--- config.mk ---
export PLATFORM = sky130hd
export DESIGN_NAME = axi_4_lite_slv_regbank
export DESIGN_NICKNAME = d
export VERILOG_FILES = /design/src/rtl/axi_4_lite_slv_regbank_pkg.sv /design/src/rtl/axi_4_lite_regfile.sv /design/src/rtl/axi_4_lite_slv_regbank.sv
export SDC_FILE = /design/constraint.sdc
export NUM_CORES = 1
export LEC_CHECK = 0
export BUFFER_PORTS_ARGS = -buffer_cell sky130_fd_sc_hd__buf_2
export CORE_AREA = 5 5 443 445
export CTS_BUF_LIST = sky130_fd_sc_hd__clkbuf_8
export DETAILED_ROUTE_END_ITERATION = 8
export DIE_AREA = 0 0 448 450
export PLACE_DENSITY_LB_ADDON = 0.05
export SLEW_MARGIN = 20
export SYNTH_ARGS = -nofsm -noshare
export SYNTH_HDL_FRONTEND = slang
export SYNTH_SLANG_ARGS = --single-unit
--- constraint.sdc ---
create_clock -name S_AXI_ACLK -period 5.2 [get_ports S_AXI_ACLK]
set_input_delay 1.04 -clock S_AXI_ACLK [delete_from_list [all_inputs] [get_ports S_AXI_ACLK]]
set_output_delay 1.04 -clock S_AXI_ACLK [all_outputs]
set_load 0.02 [all_outputs]
--- src/rtl/axi_4_lite_slv_regbank_pkg.sv ---
// Shared definitions for the AXI4-Lite slave register bank: response codes
// and the byte-address to register-index shift.
package axi_4_lite_slv_regbank_pkg;

    localparam logic [1:0] RESP_OKAY   = 2'b00;
    localparam logic [1:0] RESP_SLVERR = 2'b10;

    // Number of low address bits that select a byte inside one data word.
    function automatic int addr_lsb(input int data_w);
        return $clog2(data_w / 8);
    endfunction

endpackage

--- src/rtl/axi_4_lite_regfile.sv ---
// Register storage with byte-strobe write, read-only slot muxing and a
// combinational read port.
module axi_4_lite_regfile
    import axi_4_lite_slv_regbank_pkg::*;
#(
    parameter int C_AXI_DATA_WIDTH = 32,
    parameter int C_REGISTERS_NUMBER = 16,
    parameter int C_IDX_WIDTH = 6,
    parameter logic [C_REGISTERS_NUMBER-1:0] C_RO_MASK = '0
) (
    input  logic                                           clk,
    input  logic                                           rst_n,
    input  logic                                           wr_en,
    input  logic [C_IDX_WIDTH-1:0]                         wr_idx,
    input  logic [C_AXI_DATA_WIDTH-1:0]                    wr_data,
    input  logic [C_AXI_DATA_WIDTH/8-1:0]                  wr_strb,
    input  logic [C_IDX_WIDTH-1:0]                         rd_idx,
    output logic [C_AXI_DATA_WIDTH-1:0]                    rd_data,
    input  logic [C_REGISTERS_NUMBER*C_AXI_DATA_WIDTH-1:0] ro_in,
    output logic [C_REGISTERS_NUMBER*C_AXI_DATA_WIDTH-1:0] regs_out
);

    localparam int STRB_W = C_AXI_DATA_WIDTH / 8;

    logic [C_AXI_DATA_WIDTH-1:0] regs_q [C_REGISTERS_NUMBER];

    // Byte-lane write into writable slots; read-only slots are never stored.
    always_ff @(posedge clk or negedge rst_n) begin
        if (!rst_n) begin
            for (int i = 0; i < C_REGISTERS_NUMBER; i++) begin
                regs_q[i] <= '0;
            end
        end else if (wr_en) begin
            for (int i = 0; i < C_REGISTERS_NUMBER; i++) begin
                if (wr_idx == C_IDX_WIDTH'(i) && !C_RO_MASK[i]) begin
                    for (int b = 0; b < STRB_W; b++) begin
                        if (wr_strb[b]) begin
                            regs_q[i][b*8 +: 8] <= wr_data[b*8 +: 8];
                        end
                    end
                end
            end
        end
    end

    // Flat user view: read-only slots show the live user inputs.
    always_comb begin
        regs_out = '0;
        for (int i = 0; i < C_REGISTERS_NUMBER; i++) begin
            regs_out[i*C_AXI_DATA_WIDTH +: C_AXI_DATA_WIDTH] =
                C_RO_MASK[i] ? ro_in[i*C_AXI_DATA_WIDTH +: C_AXI_DATA_WIDTH] : regs_q[i];
        end
    end

    // Read port; unmapped indices return zero.
    always_comb begin
        rd_data = '0;
        for (int i = 0; i < C_REGISTERS_NUMBER; i++) begin
            if (rd_idx == C_IDX_WIDTH'(i)) begin
                rd_data = C_RO_MASK[i] ? ro_in[i*C_AXI_DATA_WIDTH +: C_AXI_DATA_WIDTH] : regs_q[i];
            end
        end
    end

endmodule

--- src/rtl/axi_4_lite_slv_regbank.sv ---
// AXI4-Lite slave register bank: independent AW/W capture with a single
// commit point, B/R backpressure, SLVERR on unmapped or read-only targets.
module axi_4_lite_slv_regbank
    import axi_4_lite_slv_regbank_pkg::*;
#(
    parameter int C_AXI_DATA_WIDTH = 32,
    parameter int C_AXI_ADDR_WIDTH = 8,
    parameter int C_REGISTERS_NUMBER = 16,
    parameter logic [C_REGISTERS_NUMBER-1:0] C_RO_MASK = '0
) (
    input  logic                                           S_AXI_ACLK,
    input  logic                                           S_AXI_ARESETN,
    input  logic                                           S_AXI_AWVALID,
    output logic                                           S_AXI_AWREADY,
    input  logic [C_AXI_ADDR_WIDTH-1:0]                    S_AXI_AWADDR,
    input  logic [2:0]                                     S_AXI_AWPROT,
    input  logic                                           S_AXI_WVALID,
    output logic                                           S_AXI_WREADY,
    input  logic [C_AXI_DATA_WIDTH-1:0]                    S_AXI_WDATA,
    input  logic [C_AXI_DATA_WIDTH/8-1:0]                  S_AXI_WSTRB,
    output logic                                           S_AXI_BVALID,
    input  logic                                           S_AXI_BREADY,
    output logic [1:0]                                     S_AXI_BRESP,
    input  logic                                           S_AXI_ARVALID,
    output logic                                           S_AXI_ARREADY,
    input  logic [C_AXI_ADDR_WIDTH-1:0]                    S_AXI_ARADDR,
    input  logic [2:0]                                     S_AXI_ARPROT,
    output logic                                           S_AXI_RVALID,
    input  logic                                           S_AXI_RREADY,
    output logic [C_AXI_DATA_WIDTH-1:0]                    S_AXI_RDATA,
    output logic [1:0]                                     S_AXI_RRESP,
    output logic [C_REGISTERS_NUMBER*C_AXI_DATA_WIDTH-1:0] USR_REGS_OUT,
    input  logic [C_REGISTERS_NUMBER*C_AXI_DATA_WIDTH-1:0] USR_RO_IN,
    output logic [C_REGISTERS_NUMBER-1:0]                  USR_WR_PULSE,
    output logic [C_REGISTERS_NUMBER-1:0]                  USR_RD_PULSE
);

    localparam int STRB_W   = C_AXI_DATA_WIDTH / 8;
    localparam int ADDR_LSB = addr_lsb(C_AXI_DATA_WIDTH);
    localparam int IDX_W    = C_AXI_ADDR_WIDTH - ADDR_LSB;

    logic                          awready_q, wready_q, bvalid_q;
    logic [1:0]                    bresp_q;
    logic                          aw_held_q, w_held_q;
    logic [IDX_W-1:0]              aw_idx_q;
    logic [C_AXI_DATA_WIDTH-1:0]   w_data_q;
    logic [STRB_W-1:0]             w_strb_q;
    logic [C_REGISTERS_NUMBER-1:0] wr_pulse_q;

    logic                          arready_q, rvalid_q;
    logic [1:0]                    rresp_q;
    logic [C_AXI_DATA_WIDTH-1:0]   rdata_q;
    logic [C_REGISTERS_NUMBER-1:0] rd_sel_q, rd_pulse_q;

    logic                          aw_hs, w_hs, ar_hs, commit, wr_ok;
    logic [IDX_W-1:0]              awaddr_idx, ar_idx, wr_idx;
    logic [C_AXI_DATA_WIDTH-1:0]   wr_data, rd_data;
    logic [STRB_W-1:0]             wr_strb;
    logic [C_REGISTERS_NUMBER-1:0] wr_sel, ar_sel;
    logic                          unused_ok;

    assign unused_ok = ^{S_AXI_AWPROT, S_AXI_ARPROT,
                         S_AXI_AWADDR[ADDR_LSB-1:0], S_AXI_ARADDR[ADDR_LSB-1:0]};

    assign awaddr_idx = S_AXI_AWADDR[C_AXI_ADDR_WIDTH-1:ADDR_LSB];
    assign ar_idx     = S_AXI_ARADDR[C_AXI_ADDR_WIDTH-1:ADDR_LSB];
    assign aw_hs      = S_AXI_AWVALID && awready_q;
    assign w_hs       = S_AXI_WVALID && wready_q;
    assign ar_hs      = S_AXI_ARVALID && arready_q;
    // Address and data may each come from the hold register or this edge's handshake.
    assign commit     = (aw_held_q || aw_hs) && (w_held_q || w_hs);
    assign wr_idx     = aw_held_q ? aw_idx_q : awaddr_idx;
    assign wr_data    = w_held_q ? w_data_q : S_AXI_WDATA;
    assign wr_strb    = w_held_q ? w_strb_q : S_AXI_WSTRB;

    // Decode write target (mapped and writable) and read target (mapped).
    always_comb begin
        wr_sel = '0;
        ar_sel = '0;
        wr_ok  = 1'b0;
        for (int i = 0; i < C_REGISTERS_NUMBER; i++) begin
            if (wr_idx == IDX_W'(i)) begin
                wr_sel[i] = 1'b1;
                wr_ok     = !C_RO_MASK[i];
            end
            if (ar_idx == IDX_W'(i)) begin
                ar_sel[i] = 1'b1;
            end
        end
    end

    axi_4_lite_regfile #(
        .C_AXI_DATA_WIDTH  (C_AXI_DATA_WIDTH),
        .C_REGISTERS_NUMBER(C_REGISTERS_NUMBER),
        .C_IDX_WIDTH       (IDX_W),
        .C_RO_MASK         (C_RO_MASK)
    ) u_regfile (
        .clk     (S_AXI_ACLK),
        .rst_n   (S_AXI_ARESETN),
        .wr_en   (commit && wr_ok),
        .wr_idx  (wr_idx),
        .wr_data (wr_data),
        .wr_strb (wr_strb),
        .rd_idx  (ar_idx),
        .rd_data (rd_data),
        .ro_in   (USR_RO_IN),
        .regs_out(USR_REGS_OUT)
    );

    // Write channel: capture AW/W independently, commit once both exist, hold B until accepted.
    always_ff @(posedge S_AXI_ACLK or negedge S_AXI_ARESETN) begin
        if (!S_AXI_ARESETN) begin
            awready_q  <= 1'b0;
            wready_q   <= 1'b0;
            bvalid_q   <= 1'b0;
            bresp_q    <= RESP_OKAY;
            aw_held_q  <= 1'b0;
            w_held_q   <= 1'b0;
            aw_idx_q   <= '0;
            w_data_q   <= '0;
            w_strb_q   <= '0;
            wr_pulse_q <= '0;
        end else begin
            wr_pulse_q <= '0;
            if (commit) begin
                aw_held_q  <= 1'b0;
                w_held_q   <= 1'b0;
                awready_q  <= 1'b0;
                wready_q   <= 1'b0;
                bvalid_q   <= 1'b1;
                bresp_q    <= wr_ok ? RESP_OKAY : RESP_SLVERR;
                wr_pulse_q <= wr_ok ? wr_sel : '0;
            end else begin
                if (aw_hs) begin
                    aw_held_q <= 1'b1;
                    aw_idx_q  <= awaddr_idx;
                    awready_q <= 1'b0;
                end else if (!aw_held_q && !bvalid_q) begin
                    awready_q <= 1'b1;
                end
                if (w_hs) begin
                    w_held_q <= 1'b1;
                    w_data_q <= S_AXI_WDATA;
                    w_strb_q <= S_AXI_WSTRB;
                    wready_q <= 1'b0;
                end else if (!w_held_q && !bvalid_q) begin
                    wready_q <= 1'b1;
                end
                if (bvalid_q && S_AXI_BREADY) begin
                    bvalid_q  <= 1'b0;
                    bresp_q   <= RESP_OKAY;
                    awready_q <= 1'b1;
                    wready_q  <= 1'b1;
                end
            end
        end
    end

    // Read channel: sample the regfile on AR, hold R until accepted, then clear.
    always_ff @(posedge S_AXI_ACLK or negedge S_AXI_ARESETN) begin
        if (!S_AXI_ARESETN) begin
            arready_q  <= 1'b0;
            rvalid_q   <= 1'b0;
            rdata_q    <= '0;
            rresp_q    <= RESP_OKAY;
            rd_sel_q   <= '0;
            rd_pulse_q <= '0;
        end else begin
            rd_pulse_q <= '0;
            if (ar_hs) begin
                rvalid_q  <= 1'b1;
                arready_q <= 1'b0;
                rdata_q   <= rd_data;
                rresp_q   <= (|ar_sel) ? RESP_OKAY : RESP_SLVERR;
                rd_sel_q  <= ar_sel;
            end else if (rvalid_q && S_AXI_RREADY) begin
                rvalid_q   <= 1'b0;
                arready_q  <= 1'b1;
                rdata_q    <= '0;
                rresp_q    <= RESP_OKAY;
                rd_pulse_q <= rd_sel_q;
            end else if (!rvalid_q) begin
                arready_q <= 1'b1;
            end
        end
    end

    assign S_AXI_AWREADY = awready_q;
    assign S_AXI_WREADY  = wready_q;
    assign S_AXI_BVALID  = bvalid_q;
    assign S_AXI_BRESP   = bresp_q;
    assign S_AXI_ARREADY = arready_q;
    assign S_AXI_RVALID  = rvalid_q;
    assign S_AXI_RDATA   = rdata_q;
    assign S_AXI_RRESP   = rresp_q;
    assign USR_WR_PULSE  = wr_pulse_q;
    assign USR_RD_PULSE  = rd_pulse_q;

endmodule
==> results.md, run 1 <==
- GRT overflow: 0
- Top_reg_cell synth: dfrtp_1
- Max Cap Violations: 0
- Switching Share: 0.420
- Fin cells: 5538
- Final net count: 3480
- Total number of vias: 22.6k
- Crit-path max FO: 15
- Hold crit path type: in -> async
- Reg clk slew, reported paths: 60 ps
- Full die area: 202000 µm²
- CTS Buffer Depth: 3
- Sink Count: 643
- Top-area cell type share of the netlist area: 0.531
- CTS tree: done
- First-pass GRT wire length: 233000 µm
- Core ar.: 192000 µm²
- Gate power share: 0.345
- DRC viols: 0
- RSZ-0062 raised after global routing: no
- Synth top area cells: dfrtp_1 53%, mux2_2 18%, mux2_4 5.2%
- Area Overhead vs Synth: 30.4%
- Outcome: finished clean
- Post-DRT Antenna Nets: 0
- CP startpoint: aw_held_q
- Pin count of the biggest net entering global routing: 88
- Max H-tree Level: 4
- Minimum clock period after layout: 3550 ps
- HPWL after DPL: 134000 µm
- Design Area, Final: 39500 µm²
- Worst-Margin Slew: 977 ps
- Sequential group share of total power: 0.370
- Final WS setup: 1650 ps
- Share of cells above drive strength 1: 0.544
- Mean post-synth cell area: 13.8 µm²
- Max-slew violations: 0
- Num CTS Buffers: 144
- Most frequent cells in the layout: 642 x dfrtp_1, 634 x buf_2, 484 x mux2_2, 165 x clkbuf_8, 104 x mux2_4
- Synth area leader: dfrtp_1
- Synth Cell Area: 30300 µm²
- Final WL: 173000 µm
- Vias in the first global route: 24.1k
- VDD IR max: 253 µV
- Yosys cell types: 77
- Finished Core Util: 0.206
- CP startpoint kind: flip-flop
- Most common cell after layout, fill and taps aside: dfrtp_1
- Placed cell areas: 36800 µm²
- WS Path Type: reg -> reg
- R2R depth: 5
- P_int: 11300 µW
- Routability cong.: 0.823
- Row count: 161
- Die height: 450 µm
- EDFF count, synth: 0
- Initial Util: 0.158
- Ports: 1162
- PortBufs: 637
- CTS Hold Bufs: 0
- All-Layer GR Usage: 0.169
- Sequential-to-total area share from yosys stat: 0.531
- #FFs+latches synth: 643
- Initial antenna violation count: 25
- Crit path required time: 5950 ps
- Reg-to-reg startpoint: aw_held_q
- Clock Tree Root: clkbuf_8
- Critical Path End: u_regfile.regs_out[498]
- F_max: 282 MHz
- Worst slew margin: 0.349
- Pwr dens: 492 nW/µm²
- Tcrit/Tclk final: 0.683
- Final setup fails: 0
- Clk_skew: 50.7 ps
- CP arrival: 4300 ps
- Final Hold Fails: 0
- Clock Latency Late Sink: 890 ps
- Vias/cell: 4.08
- R2r setup slk: 1650 ps
- Clock Power Share: 0.285
- Yosys Warn Count: 0
- Worst slack at placement: 1020 ps
- Switching power: 8160 µW
- Initial DRT Pass Iterations: 7
- Post-cts resize count: 0
- R2r endpoint: u_regfile.regs_out[498]
- P_leak: 0.0199 µW
- Setup TNS: 0 ps
- Drt wl/cell: 31.3 µm
- DIE WIDTH: 448 µm
- Mapped Cells: 2192
- DRT iter0 DRCs: 1253
- Placed cell count: 5283
- Worst setup EP type: flip-flop
- # Post-CTS Setup Buffers: 0
- Async set-reset flop share out of synthesis: 1.00
-- worst min path at each step --
stage                  start  slack, ps  depth (start not counted)            to
2_1_floorplan    rd_sel_q[1]        430                          2   rd_sel_q[1]
3_3_place_gp    rd_sel_q[10]        460                          2  rd_sel_q[10]
3_5_place_dp    rd_sel_q[13]        460                          2  rd_sel_q[13]
4_1_cts        S_AXI_ARESETN         90                          1   w_data_q[6]
5_1_grt        S_AXI_ARESETN        160                          1   w_data_q[6]
6_report       S_AXI_ARESETN        210                          1   w_data_q[6]
-- routing by layer --
metal | share of wire | track usage | wire length (µm)
met5 | 0.00053 | 0 | 91
met3 | 0.044 | 0.0341 | 7640
met4 | 0.046 | 0.0729 | 8010
met2 | 0.49 | 0.283 | 84200
met1 | 0.42 | 0.210 | 73400
-- stage by stage --
stage | hold slack (ps) | total power (µW)
after CTS | 91.9 | 20000
after floorplan | 430 | 10700
after global placement | 457 | 14100
final | 211 | 19400
after global routing | 158 | 20500
after detailed placement | 464 | 14200
-- Yosys cell counts (24+ instances only) --
cell	number
nor2_1	42
a21oi_1	39
nor2_8	40
mux2_4	104
o21ai_0	68
dfrtp_1	643
clkbuf_1	110
mux2_2	484
or3_1	25
buf_2	24
mux4_2	33
nand2_1	80
a22oi_1	34
-- layout make-up --
cell class,instances,area (µm²)
diodes,15,37.5
clock buffers,165,2270
clock inverters,75,415
fillers,20800,152000
inverters,19,71.3
multi-input cells,1376,13600
flip-flops and latches,643,16100
well taps,2526,3160
repair buffers,719,3910
-- power by group through the flow --
stage,clock network (µW),logic (µW),registers [µW]
2_1_floorplan,0,2560,8120
3_3_place_gp,0,6860,7230
3_5_place_dp,0,6900,7270
4_1_cts,5860,6920,7190
5_1_grt,6060,7080,7340
6_report,5540,6700,7190
-- state kept, by name, indices dropped and copies added (netlist names) --
| name | cells |
|---|---|
| S_AXI_ARREADY | 1 |
| S_AXI_AWREADY | 1 |
| S_AXI_BRESP | 1 |
| S_AXI_BVALID | 1 |
| S_AXI_RDATA | 32 |
| S_AXI_RRESP | 1 |
| S_AXI_RVALID | 1 |
| S_AXI_WREADY | 1 |
| USR_RD_PULSE | 16 |
| USR_WR_PULSE | 16 |
| aw_held_q | 1 |
| aw_idx_q | 6 |
| rd_sel_q | 16 |
| u_regfile.regs_out | 512 |
| w_data_q | 32 |
| w_held_q | 1 |
| w_strb_q | 4 |
-- cells by family after synthesis --
logic type / count (synthesis) / synth area share
muxes: 637 / 0.261
other: 1 / 0.000124
buffers and inverters: 174 / 0.0253
and+or+nand+nor: 344 / 0.0832
DFF: 643 / 0.531
AOI/OAI and AO/OA: 393 / 0.0990
-- worst max-delay path, stage by stage (launching register included) --
cell	delay, ps
dfrtp_1	720
or3b_1	470
a211oi_4	430
and3b_1	730
nand2_1	600
mux2_2	430
(Power assumes the default switching activity.)
==> run 2, diff against run 1 <==
CORE_AREA = 5 5 447 449   (was 5 5 443 445)
DIE_AREA = 0 0 452 454   (was 0 0 448 450)
clock period = 3.5 ns   (was 5.2 ns; I/O delays follow)
==> run 2 against run 1 <==
Count of clock-buffer cells in the layout up 3. Cell count grew 2.9%. Critical endpoint is now u_regfile.regs_out[474]. Register-to-register slack got worse by 930 ps. Worst setup slack lost 990 ps. Sequential share of layout area is 1.3 points lower. Largest power group unchanged. Core utilization is 0.26 points higher. Clock power rose by 48%.
==> results.md, run 2 (same netlist as run 1, synthesis figures left out) <==
- P_leak: 0.0206 µW (+3.3%)
- CP startpoint kind: input port
- Critical Path End: u_regfile.regs_out[474]
- Hold crit path type: in -> reg
- Post-cts resize count: 0 (unchanged)
- Reg-to-reg startpoint: aw_held_q
- Pin count of the biggest net entering global routing: 86 (-2.3%)
- Vias in the first global route: 24.5k (+1.5%)
- CTS Buffer Depth: 3 (unchanged)
- Vias/cell: 4.06 (-0.47%)
- Clock Latency Late Sink: 880 ps (about the same)
- Pwr dens: 712 nW/µm² (+45%)
- Routability cong.: 0.843 (+2.4%)
- Area Overhead vs Synth: 34.8%
- Drt wl/cell: 30.9 µm (-1.3%)
- Max H-tree Level: 4 (unchanged)
- R2r setup slk: 720 ps (-930 ps)
- CP startpoint: S_AXI_AWADDR[6]
- Row count: 163 (+1.2%)
- Post-DRT Antenna Nets: 0 (unchanged)
- Minimum clock period after layout: 2840 ps
- Worst setup EP type: flip-flop
- Clock Tree Root: clkbuf_8
- Ports: 1162 (unchanged)
- Total number of vias: 23.2k (+2.4%)
- Full die area: 205000 µm² (+1.8%)
- Die height: 454 µm (+0.89%)
- Max FFs per register: 512 (unchanged)
- Final net count: 3619 (+4.0%)
- Most common cell after layout, fill and taps aside: dfrtp_1
- DIE WIDTH: 452 µm (+0.89%)
- HPWL after DPL: 139000 µm (+4.0%)
- Worst-Margin Slew: 848 ps (-128 ps)
- Max incr delay on CP: 530 ps (-200 ps)
- R2R depth: 7 (+2)
- Max-slew violations: 0 (unchanged)
- Final Hold Fails: 0 (unchanged)
- GRT overflow: 0 (unchanged)
- Setup TNS: 0 ps (unchanged)
- Initial DRT Pass Iterations: 7 (unchanged)
- Finished Core Util: 0.209 (+0.00257)
- Sink Count: 643 (unchanged)
- Clk_skew: 50.1 ps (-0.610 ps)
- Reg clk slew, reported paths: 50 ps (about the same)
- CTS tree: done
- Fillers: 21.2k (+1.9%)
- DRT iter0 DRCs: 1311 (+4.6%)
- Core ar.: 196000 µm² (+2.1%)
- Cell with the largest stage delay on the worst path: dlygate4sd3_1
- Final WS setup: 658 ps (-992 ps)
- Max Cap Violations: 0 (unchanged)
- Num CTS Buffers: 143 (-0.69%)
- All-Layer GR Usage: 0.168 (-0.00125)
- Final WL: 176000 µm (+1.5%)
- Worst slew margin: 0.433 (+0.0842)
- R2r endpoint: u_regfile.regs_out[474]
- Multi-input gate area: 13600 µm² (about the same)
- RSZ-0062 raised after global routing: no
- VDD IR max: 316 µV (+25%)
- Outcome: finished clean
- Initial antenna violation count: 16 (-36%)
- # Post-CTS Setup Buffers: 0 (unchanged)
- Worst slack at placement: -86.4 ps (-1110 ps)
- Tcrit/Tclk final: 0.812
- First-pass GRT wire length: 235000 µm (+0.94%)
- Fin cells: 5697 (+2.9%)
- Most frequent cells in the layout: 642 x dfrtp_1, 634 x buf_2, 484 x mux2_2, 168 x clkbuf_8, 157 x buf_4
- Seq. cell area: 16100 µm² (unchanged)
- WS Path Type: in -> reg
- PortBufs: 637 (unchanged)
- Worst-path cell chain: dlygate4sd3_1 -> buf_2 -> or3_1 -> a211oi_4 -> buf_12 -> and3_1 -> buf_4 -> nand2_1 -> mux2_2
- Crit path required time: 4230 ps (-1720 ps)
- Initial Util: 0.155 (-0.00324)
- CP arrival: 3580 ps (-720 ps)
- Placed cell count: 5409 (+2.4%)
- Final setup fails: 0 (unchanged)
- Share of cells above drive strength 1: 0.552 (+0.00806)
- Crit-path max FO: 16 (+1)
- DRC viols: 0 (unchanged)
- F_max: 352 MHz
[run 2: cell count changes in the layout (fill, tap and decap cells not counted), moves of 2 or more]
| cell | delta |
|---|---|
| buf_4 | +81 |
| dlygate4sd3_1 | +45 |
| buf_12 | +14 |
| inv_1 | -7 |
| diode_2 | -4 |
| inv_8 | -4 |
| clkbuf_8 | +3 |
| clkinv_8 | -2 |
| inv_6 | +2 |
[run 2: how the worst min path moves through the flow]
stage | from | end | slack, ps | depth (start not counted)
2_1_floorplan | S_AXI_ARESETN | S_AXI_ARREADY | 400 | 0
3_3_place_gp | rd_sel_q[14] | rd_sel_q[14] | 460 | 2
3_5_place_dp | rd_sel_q[1] | rd_sel_q[1] | 460 | 2
4_1_cts | S_AXI_WVALID | S_AXI_WREADY | 20 | 3
5_1_grt | S_AXI_WVALID | S_AXI_WREADY | 90 | 3
6_report | S_AXI_WVALID | S_AXI_WREADY | 190 | 3
[run 2: final cells by class]
| cell class | instances | share of cell area |
|---|---|---|
| clock buffer | 168 | 0.0566 |
| antenna | 11 | 0.000674 |
| clock inverter | 64 | 0.00812 |
| inverter | 19 | 0.00175 |
| timing repair buffer | 859 | 0.128 |
| sequential | 643 | 0.394 |
| tap | 2557 | 0.0783 |
| multi-input combinational | 1376 | 0.332 |
[run 2: report_power, final]
part,switching (µW),leakage [µW],internal (µW)
clock network,3810,0.00153,4380
logic,6830,0.0103,3400
registers,1520,0.00879,9140
[run 2: stage by stage]
| step | cell area (µm²) | total power [µW] | hold slack, ps |
|---|---|---|---|
| after floorplan | 30300 | 15900 | 404 |
| after global placement | 37700 | 21100 | 458 |
| after detailed placement | 37700 | 21300 | 458 |
| after CTS | 40800 | 29900 | 21.2 |
| after global routing | 40800 | 30600 | 93.5 |
| final | 40900 | 29100 | 187 |
[run 2: per-layer routing]
| metal | routed length [µm] | GRT usage | up-vias |
|---|---|---|---|
| li1 | - | - | 10000 |
| met1 | 73500 | 0.206 | 12300 |
| met2 | 87800 | 0.290 | 678 |
| met3 | 8320 | 0.0339 | 218 |
| met4 | 6380 | 0.0608 | 0 |
| met5 | 0 | 0 | - |
[run 2: worst max-delay path: cells and delay by family]
family	cells	cell delay, ps
AO/OA/AOI/OAI	1	310
buffers and inverters	4	1120
multiplexers	1	410
AND/OR/NAND/NOR	3	1000
[run 2: what timing repair did]
action	in CTS	in global routing
endpoints found under the setup margin	0	0
endpoints found under the hold margin	82	0
hold buffers	45	0
==> run 3, diff against run 2 <==
CORE_AREA = 5 5 443 445   (was 5 5 447 449)
DIE_AREA = 0 0 448 450   (was 0 0 452 454)
clock period = 2.35 ns   (was 3.5 ns; I/O delays follow)
==> run 3 against run 2 <==
Worst setup slack got worse by 720 ps. Clock power increased by 51%. Combinational power increased by 62%. Global-route usage increased by 0.28 points. Core utilization increased by 2.4 points. Flip-flop and latch count unchanged. The run now ends with setup timing left. Via count increased by 3.0%. Design area increased by 9.3%. Critical endpoint is now u_regfile.regs_out[488]. Cell count increased by 2.8%.
==> results.md, run 3 (same netlist as run 1, synthesis figures left out) <==
- Worst Hold Path EP: S_AXI_RRESP[1]
- Area Overhead vs Synth: 47.3%
- Clock Latency Late Sink: 880 ps (about the same)
- Final WL: 175000 µm (-0.35%)
- Crit-path max FO: 8 (-8)
- Final Hold Fails: 0 (unchanged)
- Cell with the largest stage delay on the worst path: dfrtp_1
- DRC viols: 0 (unchanged)
- Initial antenna violation count: 12 (-4)
- F_max: 414 MHz
- Total Power: 44900 µW (+54%)
- Max Cap Violations: 0 (unchanged)
- Hold Crit Depth: 5 (+2)
- Pin count of the biggest net entering global routing: 98 (+14%)
- WS Path Type: reg -> reg
- Core ar.: 192000 µm² (-2.1%)
- GRT overflow: 0 (unchanged)
- Final net count: 3804 (+5.1%)
- Row count: 161 (-1.2%)
- HPWL after DPL: 139000 µm (about the same)
- Final WS setup: -62.7 ps (-721 ps)
- Finished Core Util: 0.233 (+0.0241)
- Most common cell after layout, fill and taps aside: dfrtp_1
- Max-slew violations: 0 (unchanged)
- Placed cell areas: 39800 µm² (+5.5%)
- Initial Util: 0.158 (+0.00324)
- Most frequent cells in the layout: 642 x dfrtp_1, 634 x buf_2, 304 x mux2_4, 285 x mux2_2, 212 x buf_4
- Max incr delay on CP: 390 ps (-140 ps)
- Seq. cell area: 16100 µm² (unchanged)
- All-Layer GR Usage: 0.170 (+0.00278)
- Crit path required time: 3100 ps (-1130 ps)
- Tcrit/Tclk final: 1.03
- Sink Count: 643 (unchanged)
- First-pass GRT wire length: 237000 µm (+0.89%)
- Share of cells above drive strength 1: 0.578 (+0.0265)
- Hold crit path type: in -> reg
- Vias in the first global route: 25.8k (+5.6%)
- RSZ-0062 raised after global routing: yes
- R2r endpoint: u_regfile.regs_out[488]
- CTS Buffer Depth: 3 (unchanged)
- Drt wl/cell: 29.9 µm (-3.1%)
- Worst slew margin: 0.438 (+0.00510)
- Minimum clock period after layout: 2410 ps
- DIE WIDTH: 448 µm (-0.88%)
- Hold_sp: S_AXI_ARADDR[6]
- CP most frequent cell: buf_12
- DRT iter0 DRCs: 1257 (-4.1%)
- Clk_skew: 41.9 ps (-8.14 ps)
- Die height: 450 µm (-0.88%)
- Stages on the worst setup path: 8 (-1)
- Hold slack: 287 ps (+100 ps)
- Buf+Inv Stages, Crit Path: 3 (-1)
- Pwr dens: 1010 nW/µm² (+41%)
- Reg-to-reg startpoint: aw_held_q
- Design Area, Final: 44600 µm² (+9.3%)
- Multi-input gate area: 14600 µm² (+7.4%)
- Worst setup EP type: flip-flop
- R2r setup slk: -60 ps (-780 ps)
- Total number of vias: 23.8k (+3.0%)
- VDD IR max: 444 µV (+40%)
- CP startpoint kind: flip-flop
- Initial DRT Pass Iterations: 5 (-2)
- Post-DRT Antenna Nets: 0 (unchanged)
- R2R depth: 8 (+1)
- P_leak: 0.0224 µW (+8.8%)
- Full die area: 202000 µm² (-1.8%)
- Max H-tree Level: 4 (unchanged)
- PortBufs: 637 (unchanged)
- Reg clk slew, reported paths: 50 ps (about the same)
- Clock Tree Root: clkbuf_8
- Cell family with most CP delay: simple AND/OR/NAND/NOR gates
- CTS tree: done
- Worst-Margin Slew: 840 ps (-8.37 ps)
- Failing checks: setup timing
- Outcome: finished, violations left
- Num CTS Buffers: 144 (+0.70%)
- Worst-path cell chain: or3_4 -> a211oi_4 -> buf_6 -> and3b_2 -> buf_12 -> nand2_2 -> buf_12 -> mux2_2
- Final setup fails: 137 (+137)
- Vias/cell: 4.07 (+0.11%)
- Max FFs per register: 512 (unchanged)
- Fillers: 20.6k (-3.1%)
- Routability cong.: 0.849 (+0.77%)
- Ports: 1162 (unchanged)
- CP arrival: 3160 ps (-420 ps)
run 3: cell types whose count changed in the layout (fill, tap and decap cells not counted), moves of 6 or more:
cell	change
mux2_4	+200
mux2_2	-199
buf_12	+101
buf_4	+55
buf_6	+18
nand2_2	-14
nand2_4	+13
inv_1	+10
nand2_8	+10
nand2_1	-9
dlygate4sd3_1	+6
run 3: timing repair:
item	4_1_cts	5_1_grt
gates cloned	1	0
pin swaps	42	10
endpoints found under the setup margin	502	420
buffers inserted	29	8
endpoints found under the hold margin	421	0
hold buffers	51	0
resized for setup	200	78
run 3: stage by stage:
stage	worst slack [ps]	setup TNS, ps	std cells
after global routing	-123	-22390	5855
after CTS	-134	-21560	5845
final	-62.7	-3100	5859
after global placement	-554	-138270	5520
after detailed placement	-496	-129670	5520
after floorplan	6.37	0	2193
run 3: worst min-delay path, stage by stage:
cell and delay (ps):
buf_2 100, buf_4 170, nor2_1 70, buf_4 160, o21ai_0 130
run 3: area by class of cell:
type	instances	share of cell area
repair buffers	1043	0.179
clock buffers	172	0.0530
diodes	7	0.000392
clock inverters	73	0.00796
inverters	19	0.00160
flip-flops and latches	643	0.360
well taps	2526	0.0708
multi-input cells	1376	0.326
run 3: how the worst max path moves through the flow:
| stage | from | end |
|---|---|---|
| finish | aw_held_q | u_regfile.regs_out[488] |
| global route | aw_held_q | u_regfile.regs_out[369] |
| CTS | aw_idx_q[5] | u_regfile.regs_out[187] |
| detailed placement | S_AXI_ARADDR[2] | S_AXI_RDATA[14] |
| global placement | S_AXI_ARADDR[2] | S_AXI_RDATA[23] |
| floorplan | S_AXI_AWADDR[6] | u_regfile.regs_out[64] |
run 3: where the power goes:
part	switching [µW]	total [µW]	internal, µW
clock	5750	12400	6680
combinational	10500	16500	6060
sequential	2320	15900	13600
run 3: per-layer routing:
layer,vias up,share of wire,global-route usage
met4,0,0.040,0.0668
met3,215,0.038,0.0298
met1,12600,0.43,0.214
li1,10400,-,-
met2,623,0.49,0.291
met5,-,0,0
